[config.mk]
export PLATFORM = sky130hd
export DESIGN_NAME = boot_loader_ctrl_flat
export DESIGN_NICKNAME = d
export VERILOG_FILES = /design/src/rtl/boot_loader_ctrl_if.sv /design/src/rtl/boot_loader_ctrl.sv /design/src/flat_wrapper.sv
export SDC_FILE = /design/constraint.sdc
export NUM_CORES = 1
export LEC_CHECK = 0
export BUFFER_PORTS_ARGS = -buffer_cell sky130_fd_sc_hd__buf_2
export CAP_MARGIN = 20
export CORE_ASPECT_RATIO = 1.5
export CORE_MARGIN = 2
export CORE_UTILIZATION = 50
export DETAILED_ROUTE_END_ITERATION = 12
export GPL_TIMING_DRIVEN = 0
export PLACE_DENSITY = 0.78
export SYNTH_ARGS = -nofsm -noshare
export SYNTH_HDL_FRONTEND = slang
export SYNTH_SLANG_ARGS = --single-unit
[constraint.sdc]
create_clock -name clk -period 3.38 [get_ports clk]
set_input_delay 0.338 -clock clk [delete_from_list [all_inputs] [get_ports clk]]
set_output_delay 0.338 -clock clk [all_outputs]
set_load 0.1 [all_outputs]
[src/rtl/boot_loader_ctrl_if.sv]
// Bus bundle between the boot loader controller and its surroundings:
// loader byte stream, core memory port and shared memory port.
interface boot_loader_ctrl_if #(
    parameter int DATA_WIDTH = 32
);
    logic                  start_i;
    logic [15:0]           word_count_i;
    logic                  run_i;
    logic                  byte_valid_i;
    logic [7:0]            byte_data_i;
    logic                  byte_ready_o;
    logic [DATA_WIDTH-1:0] core_Address_i;
    logic [DATA_WIDTH-1:0] core_WriteData_i;
    logic                  core_MemWrite_i;
    logic [DATA_WIDTH-1:0] core_ReadData_o;
    logic [DATA_WIDTH-1:0] mem_Address_o;
    logic [DATA_WIDTH-1:0] mem_WriteData_o;
    logic                  mem_MemWrite_o;
    logic [DATA_WIDTH-1:0] mem_ReadData_i;
    logic                  core_reset_o;
    logic                  busy_o;
    logic                  done_o;
    logic                  error_o;

    // controller side
    modport slave (
        input  start_i, word_count_i, run_i, byte_valid_i, byte_data_i,
               core_Address_i, core_WriteData_i, core_MemWrite_i, mem_ReadData_i,
        output byte_ready_o, core_ReadData_o, mem_Address_o, mem_WriteData_o,
               mem_MemWrite_o, core_reset_o, busy_o, done_o, error_o
    );

    // environment side (loader, core and memory)
    modport master (
        output start_i, word_count_i, run_i, byte_valid_i, byte_data_i,
               core_Address_i, core_WriteData_i, core_MemWrite_i, mem_ReadData_i,
        input  byte_ready_o, core_ReadData_o, mem_Address_o, mem_WriteData_o,
               mem_MemWrite_o, core_reset_o, busy_o, done_o, error_o
    );
endinterface

[src/rtl/boot_loader_ctrl.sv]
// Boot loader controller: assembles a little-endian byte stream into words,
// writes them to the shared memory while the core is held in reset, then
// hands the memory port over to the core.
//
// state | meaning
// IDLE  | core held in reset, waiting for start or run
// RECV  | collecting the four bytes of the current word
// WRITE | one-cycle write of the assembled word
// DONE  | one-cycle load-complete pulse
// RUN   | core released, memory port mirrors the core
module boot_loader_ctrl #(
    parameter int                    DATA_WIDTH   = 32,
    parameter int                    MEMORY_DEPTH = 32,
    parameter logic [DATA_WIDTH-1:0] BASE_ADDR    = 32'h0000_0000
) (
    input  logic                clk,
    input  logic                reset,
    boot_loader_ctrl_if.slave   bus
);

    typedef enum logic [2:0] {IDLE, RECV, WRITE, DONE, RUN} state_t;

    localparam logic [16:0] DEPTH_MAX = 17'(MEMORY_DEPTH);

    state_t                state_q, state_d;
    logic [15:0]           count_q;
    logic [15:0]           word_idx_q;
    logic [1:0]            byte_idx_q;
    logic [DATA_WIDTH-1:0] word_q;
    logic [DATA_WIDTH-1:0] addr_q;
    logic [DATA_WIDTH-1:0] data_q;
    logic                  error_q;

    logic                  count_ok;
    logic                  start_window;
    logic                  start_ok;
    logic                  start_bad;
    logic                  byte_take;
    logic                  last_word;
    logic [DATA_WIDTH-1:0] word_addr;

    logic                  byte_ready;
    logic                  busy;
    logic                  done;
    logic                  core_rst;
    logic                  mem_we;
    logic [DATA_WIDTH-1:0] mem_addr;
    logic [DATA_WIDTH-1:0] mem_wdata;

    assign count_ok     = (bus.word_count_i != 16'd0) && ({1'b0, bus.word_count_i} <= DEPTH_MAX);
    assign start_window = (state_q == IDLE) || (state_q == RUN);
    assign start_ok     = start_window && bus.start_i && count_ok;
    assign start_bad    = start_window && bus.start_i && !count_ok;
    assign byte_take    = (state_q == RECV) && bus.byte_valid_i;
    assign last_word    = (word_idx_q == (count_q - 16'd1));
    assign word_addr    = BASE_ADDR + (DATA_WIDTH'(word_idx_q) << 2);

    // State register
    always_ff @(posedge clk) begin
        if (reset) begin
            state_q <= IDLE;
        end else begin
            state_q <= state_d;
        end
    end

    // Next-state and output decode; reset forces the quiet output set
    always_comb begin
        state_d    = state_q;
        byte_ready = 1'b0;
        busy       = 1'b0;
        done       = 1'b0;
        core_rst   = 1'b1;
        mem_we     = 1'b0;
        mem_addr   = addr_q;
        mem_wdata  = data_q;
        case (state_q)
            IDLE: begin
                if (bus.start_i) begin
                    if (count_ok) state_d = RECV;
                end else if (bus.run_i) begin
                    state_d = RUN;
                end
            end
            RECV: begin
                byte_ready = 1'b1;
                busy       = 1'b1;
                if (bus.byte_valid_i && (byte_idx_q == 2'd3)) state_d = WRITE;
            end
            WRITE: begin
                busy      = 1'b1;
                mem_we    = 1'b1;
                mem_addr  = word_addr;
                mem_wdata = word_q;
                state_d   = last_word ? DONE : RECV;
            end
            DONE: begin
                busy    = 1'b1;
                done    = 1'b1;
                state_d = RUN;
            end
            RUN: begin
                core_rst  = 1'b0;
                mem_we    = bus.core_MemWrite_i;
                mem_addr  = bus.core_Address_i;
                mem_wdata = bus.core_WriteData_i;
                if (bus.start_i && count_ok) state_d = RECV;
            end
            default: state_d = IDLE;
        endcase
        if (reset) begin
            state_d    = IDLE;
            byte_ready = 1'b0;
            busy       = 1'b0;
            done       = 1'b0;
            core_rst   = 1'b1;
            mem_we     = 1'b0;
            mem_addr   = '0;
            mem_wdata  = '0;
        end
    end

    // Load bookkeeping: count/index latching, byte assembly, held loader values, sticky error
    always_ff @(posedge clk) begin
        if (reset) begin
            count_q    <= '0;
            word_idx_q <= '0;
            byte_idx_q <= '0;
            word_q     <= '0;
            addr_q     <= '0;
            data_q     <= '0;
            error_q    <= 1'b0;
        end else begin
            if (start_ok) begin
                count_q    <= bus.word_count_i;
                word_idx_q <= '0;
                byte_idx_q <= '0;
                error_q    <= 1'b0;
            end else if (start_bad) begin
                error_q    <= 1'b1;
            end
            if (byte_take) begin
                word_q[{byte_idx_q, 3'b000} +: 8] <= bus.byte_data_i;
                byte_idx_q <= byte_idx_q + 2'd1;
            end
            if (state_q == WRITE) begin
                addr_q     <= word_addr;
                data_q     <= word_q;
                byte_idx_q <= '0;
                if (!last_word) word_idx_q <= word_idx_q + 16'd1;
            end
        end
    end

    assign bus.byte_ready_o    = byte_ready;
    assign bus.busy_o          = busy;
    assign bus.done_o          = done;
    assign bus.error_o         = error_q;
    assign bus.core_reset_o    = core_rst;
    assign bus.mem_MemWrite_o  = mem_we;
    assign bus.mem_Address_o   = mem_addr;
    assign bus.mem_WriteData_o = mem_wdata;
    assign bus.core_ReadData_o = bus.mem_ReadData_i;

endmodule

[src/flat_wrapper.sv]
// flat-port wrapper written by rule: the top's interface ports become plain ports
module boot_loader_ctrl_flat 
#(
    parameter int                    DATA_WIDTH   = 32,
    parameter int                    MEMORY_DEPTH = 32,
    parameter logic [DATA_WIDTH-1:0] BASE_ADDR    = 32'h0000_0000
)
  (clk, reset, bus_start_i, bus_word_count_i, bus_run_i, bus_byte_valid_i, bus_byte_data_i, bus_core_Address_i, bus_core_WriteData_i, bus_core_MemWrite_i, bus_mem_ReadData_i, bus_byte_ready_o, bus_core_ReadData_o, bus_mem_Address_o, bus_mem_WriteData_o, bus_mem_MemWrite_o, bus_core_reset_o, bus_busy_o, bus_done_o, bus_error_o);
  boot_loader_ctrl_if #(.DATA_WIDTH(DATA_WIDTH)) bus_i ();
  input  logic clk;
  input  logic reset;
  input wire logic [$bits(bus_i.start_i)-1:0] bus_start_i;
  input wire logic [$bits(bus_i.word_count_i)-1:0] bus_word_count_i;
  input wire logic [$bits(bus_i.run_i)-1:0] bus_run_i;
  input wire logic [$bits(bus_i.byte_valid_i)-1:0] bus_byte_valid_i;
  input wire logic [$bits(bus_i.byte_data_i)-1:0] bus_byte_data_i;
  input wire logic [$bits(bus_i.core_Address_i)-1:0] bus_core_Address_i;
  input wire logic [$bits(bus_i.core_WriteData_i)-1:0] bus_core_WriteData_i;
  input wire logic [$bits(bus_i.core_MemWrite_i)-1:0] bus_core_MemWrite_i;
  input wire logic [$bits(bus_i.mem_ReadData_i)-1:0] bus_mem_ReadData_i;
  output wire logic [$bits(bus_i.byte_ready_o)-1:0] bus_byte_ready_o;
  output wire logic [$bits(bus_i.core_ReadData_o)-1:0] bus_core_ReadData_o;
  output wire logic [$bits(bus_i.mem_Address_o)-1:0] bus_mem_Address_o;
  output wire logic [$bits(bus_i.mem_WriteData_o)-1:0] bus_mem_WriteData_o;
  output wire logic [$bits(bus_i.mem_MemWrite_o)-1:0] bus_mem_MemWrite_o;
  output wire logic [$bits(bus_i.core_reset_o)-1:0] bus_core_reset_o;
  output wire logic [$bits(bus_i.busy_o)-1:0] bus_busy_o;
  output wire logic [$bits(bus_i.done_o)-1:0] bus_done_o;
  output wire logic [$bits(bus_i.error_o)-1:0] bus_error_o;
  assign bus_i.start_i = bus_start_i;
  assign bus_i.word_count_i = bus_word_count_i;
  assign bus_i.run_i = bus_run_i;
  assign bus_i.byte_valid_i = bus_byte_valid_i;
  assign bus_i.byte_data_i = bus_byte_data_i;
  assign bus_i.core_Address_i = bus_core_Address_i;
  assign bus_i.core_WriteData_i = bus_core_WriteData_i;
  assign bus_i.core_MemWrite_i = bus_core_MemWrite_i;
  assign bus_i.mem_ReadData_i = bus_mem_ReadData_i;
  assign bus_byte_ready_o = bus_i.byte_ready_o;
  assign bus_core_ReadData_o = bus_i.core_ReadData_o;
  assign bus_mem_Address_o = bus_i.mem_Address_o;
  assign bus_mem_WriteData_o = bus_i.mem_WriteData_o;
  assign bus_mem_MemWrite_o = bus_i.mem_MemWrite_o;
  assign bus_core_reset_o = bus_i.core_reset_o;
  assign bus_busy_o = bus_i.busy_o;
  assign bus_done_o = bus_i.done_o;
  assign bus_error_o = bus_i.error_o;
  boot_loader_ctrl #(.DATA_WIDTH(DATA_WIDTH), .MEMORY_DEPTH(MEMORY_DEPTH), .BASE_ADDR(BASE_ADDR)) u_core (.clk(clk), .reset(reset), .bus(bus_i));
endmodule
==> results.ini <==
[min_path]
hold_class=in2reg

[floorplanning]
num_rows=50
start_util=0.508
num_io_pins=228
die_h_um=141
dieArea_sq_um=13500
die_w_um=95.4
core_area_sq_um=12300

[logic_synthesis]
netlist_top_cells_count=242 x nand2_1, 118 x dfxtp_1, 85 x a21oi_1
syn_nets=982
synth_area_leader_cell=dfxtp_1
synth_flop_cell=dfxtp_1
synth_cell_types=58
yosysMostFrequentCell=nand2_1
yosysTopAreaCellShare=0.377
synthTopCellsByArea=dfxtp_1 38%, nand2_1 15%, a21oi_1 6.8%
ys_ff_latch=118
ys_warn_count=0
syn_avg_cell_area_sq_um=7.37
yosysSeqAreaShare=0.377
synth_edf_count=0
synth_area_sq_um=6260
syn-instance-count=849
async_flop_share=0

[timing]
report.final.slew_viol_count=0
fin_crit_sh=0.979
post-route-min-period_ns=3.31
setup_viol=0
worst_slew_pin_slew_ns=0.849
rsz0062_at_grt=yes
clock.fmax_mhz=302
hold_violations=0
maxSlewHeadroom=0.433
hold_slack_ns=0.171
clock_skew_ns=0.00441

[clock_tree]
cts-hold-fix-buffers=0
htreeDepth=4
worstSkewPairLatency_ns=0.42
cts_tree=yes
cts_buffer_depth=2
cts.sinks=118
clk_pin_slew_worst_paths_ns=0.05
clock-root-buffer=clkbuf_16
cts-buffers-inserted=17
postCtsSetupBuffers=0

[place]
gp_congestion=0.893
dp_hpwl_um=14300
portBuffers=194

[setup_path]
startpoint_type=flop
r2r_setup_slack_ns=0.49
cp.arrival_ns=2.97
required_ns=3.04
timing.critical_path.fanout_max=10
crit_path_end_kind=output port
path_class=reg2out

[global_routing]
grt_first_pass_wirelength_um=29800
grt_max_degree=17
grt_use_total=0.281
grt_remaining_overflow=0
antenna_found_initial=0
grt_pass1_vias=6463

[route]
vias=6732
ant_nets=0
route.detailed.drc=0
drt_wl_total_um=18600
firstDrtPassIters=6
wire_per_inst_um=15.2
via_per_inst=5.47
drtIter0Drc=358

[power]
clock_power_share=0.396
power.leakage_nw=3.37
p_seq_frac=0.328
intPower_w=0.00274
p_per_area_nw_per_um2=540
p_switching_w=0.00164
power_frac_comb=0.276
ir_worst_vdd_mv=0.410
swShare=0.374

[run_status]
status=complete, no violations

[finish]
drive_gt1_frac=0.280
finish.utilization=0.658
nNetsFinal=1195
syn_to_final_growth_pct=29.6
diodes=0

[run]
drv_cap=0

-- area by class of cell --
type	count	area (sq um)
plain buffers	93	529
clock buffers	18	439
clock inverters	13	134
fillers	1134	4210
inverters	9	33.8
multi-input cells	629	3390
flip-flops and latches	118	2360
well taps	156	195
repair buffers	194	1030
-- stage by stage --
| stage | worst slack (ns) | std cells | power [W] | cell area, sq um | TNS (ns) |
|---|---|---|---|---|---|
| 6_report | 0.0696 | 1230 | 0.00438 | 8120 | 0 |
| 5_1_grt | -0.0224 | 1230 | 0.00452 | 8120 | -0.0414 |
| 4_1_cts | 0.0164 | 1230 | 0.00437 | 8060 | 0 |
| 3_5_place_dp | 0.119 | 1199 | 0.00265 | 7470 | 0 |
| 3_3_place_gp | 0.127 | 1199 | 0.00265 | 7470 | 0 |
| 2_1_floorplan | -0.0753 | 849 | 0.00240 | 6300 | -0.452 |
-- layout by cell type, fill, tap and decap left out, drive strengths merged, types with 2 or more instances in the layout --
cell	instances
a211oi	6
nand2	242
nor2b	3
a31oi	12
and2	13
and3	23
ha	7
nor4b	4
nand4b	3
dfxtp	118
o2111ai	2
xnor2	13
or3	9
clkinv	5
a22oi	8
nor2	32
inv	9
nand4	6
nor3b	3
bufinv	2
clkbuf	85
nand3	40
o21ai	47
and4	4
o211ai	5
mux2i	9
o31ai	3
buf	220
clkinvlp	6
nor3	8
or4	7
nand3b	2
xor2	8
nor4	6
a21oi	90
o41ai	3
-- registers in the layout, indices dropped and copies added (netlist names) --
register	cells
u_core.addr_q	16
u_core.bus.error_o	1
u_core.count_q	16
u_core.word_q	32
u_core.data_q	32
u_core.byte_idx_q	2
u_core.word_idx_q	16
u_core.state_q	3
-- layer usage --
| layer | track usage | share of wire | up-vias |
|---|---|---|---|
| met2 | 0.496 | 0.53 | 242 |
| li1 | - | - | 3309 |
| met4 | 0.150 | 0.042 | 0 |
| met3 | 0.0588 | 0.059 | 68 |
| met1 | 0.309 | 0.37 | 3113 |
| met5 | 0 | 0 | - |
-- path summary, 6_finish.rpt --
check / depth (start not counted) / from / endpoint
max: 8 / u_core.state_q[2] / bus_mem_WriteData_o[28]
min: 3 / bus_word_count_i[1] / u_core.count_q[1]
max reg2reg: 12 / u_core.count_q[0] / u_core.word_idx_q[0]
min reg2reg: 2 / u_core.word_q[18] / u_core.word_q[18]
-- power groups by stage --
stage	Sequential (W)	Clock, W	Combinational [W]
3_5_place_dp	0.00147	0	0.00119
6_report	0.00144	0.00174	0.00121
2_1_floorplan	0.00147	0	0.000922
5_1_grt	0.00144	0.00181	0.00127
4_1_cts	0.00144	0.00174	0.00119
3_3_place_gp	0.00147	0	0.00118
-- kinds of logic (layout without fill, tap and decap cells) --
| logic type | after synthesis | after routing | share of synthesized area |
|---|---|---|---|
| xor gates and xnor gates | 21 | 21 | 0.0294 |
| adders and majority gates | 7 | 7 | 0.0140 |
| muxes | 10 | 10 | 0.0162 |
| buffers and inverters | 102 | 327 | 0.0885 |
| DFF | 118 | 118 | 0.377 |
| AOI/OAI and AO/OA | 182 | 182 | 0.169 |
| and+or+nand+nor | 409 | 409 | 0.305 |
-- what timing repair did --
action | 4_1_cts | 5_1_grt
pin swaps | 0 | 0
setup endpoints to repair | 32 | 32
resized for setup | 6 | 28
-- critical path, cell delays in order (launching register included) --
cell and delay (ns):
dfxtp_1 0.36, clkbuf_1 0.38, nand2b_1 0.26, clkbuf_1 0.48
nand2_1 0.12, a21oi_1 0.20, nand2_1 0.09, o21ai_0 0.16
buf_2 0.49
No activity file was read; power rests on OpenSTA's default activity.
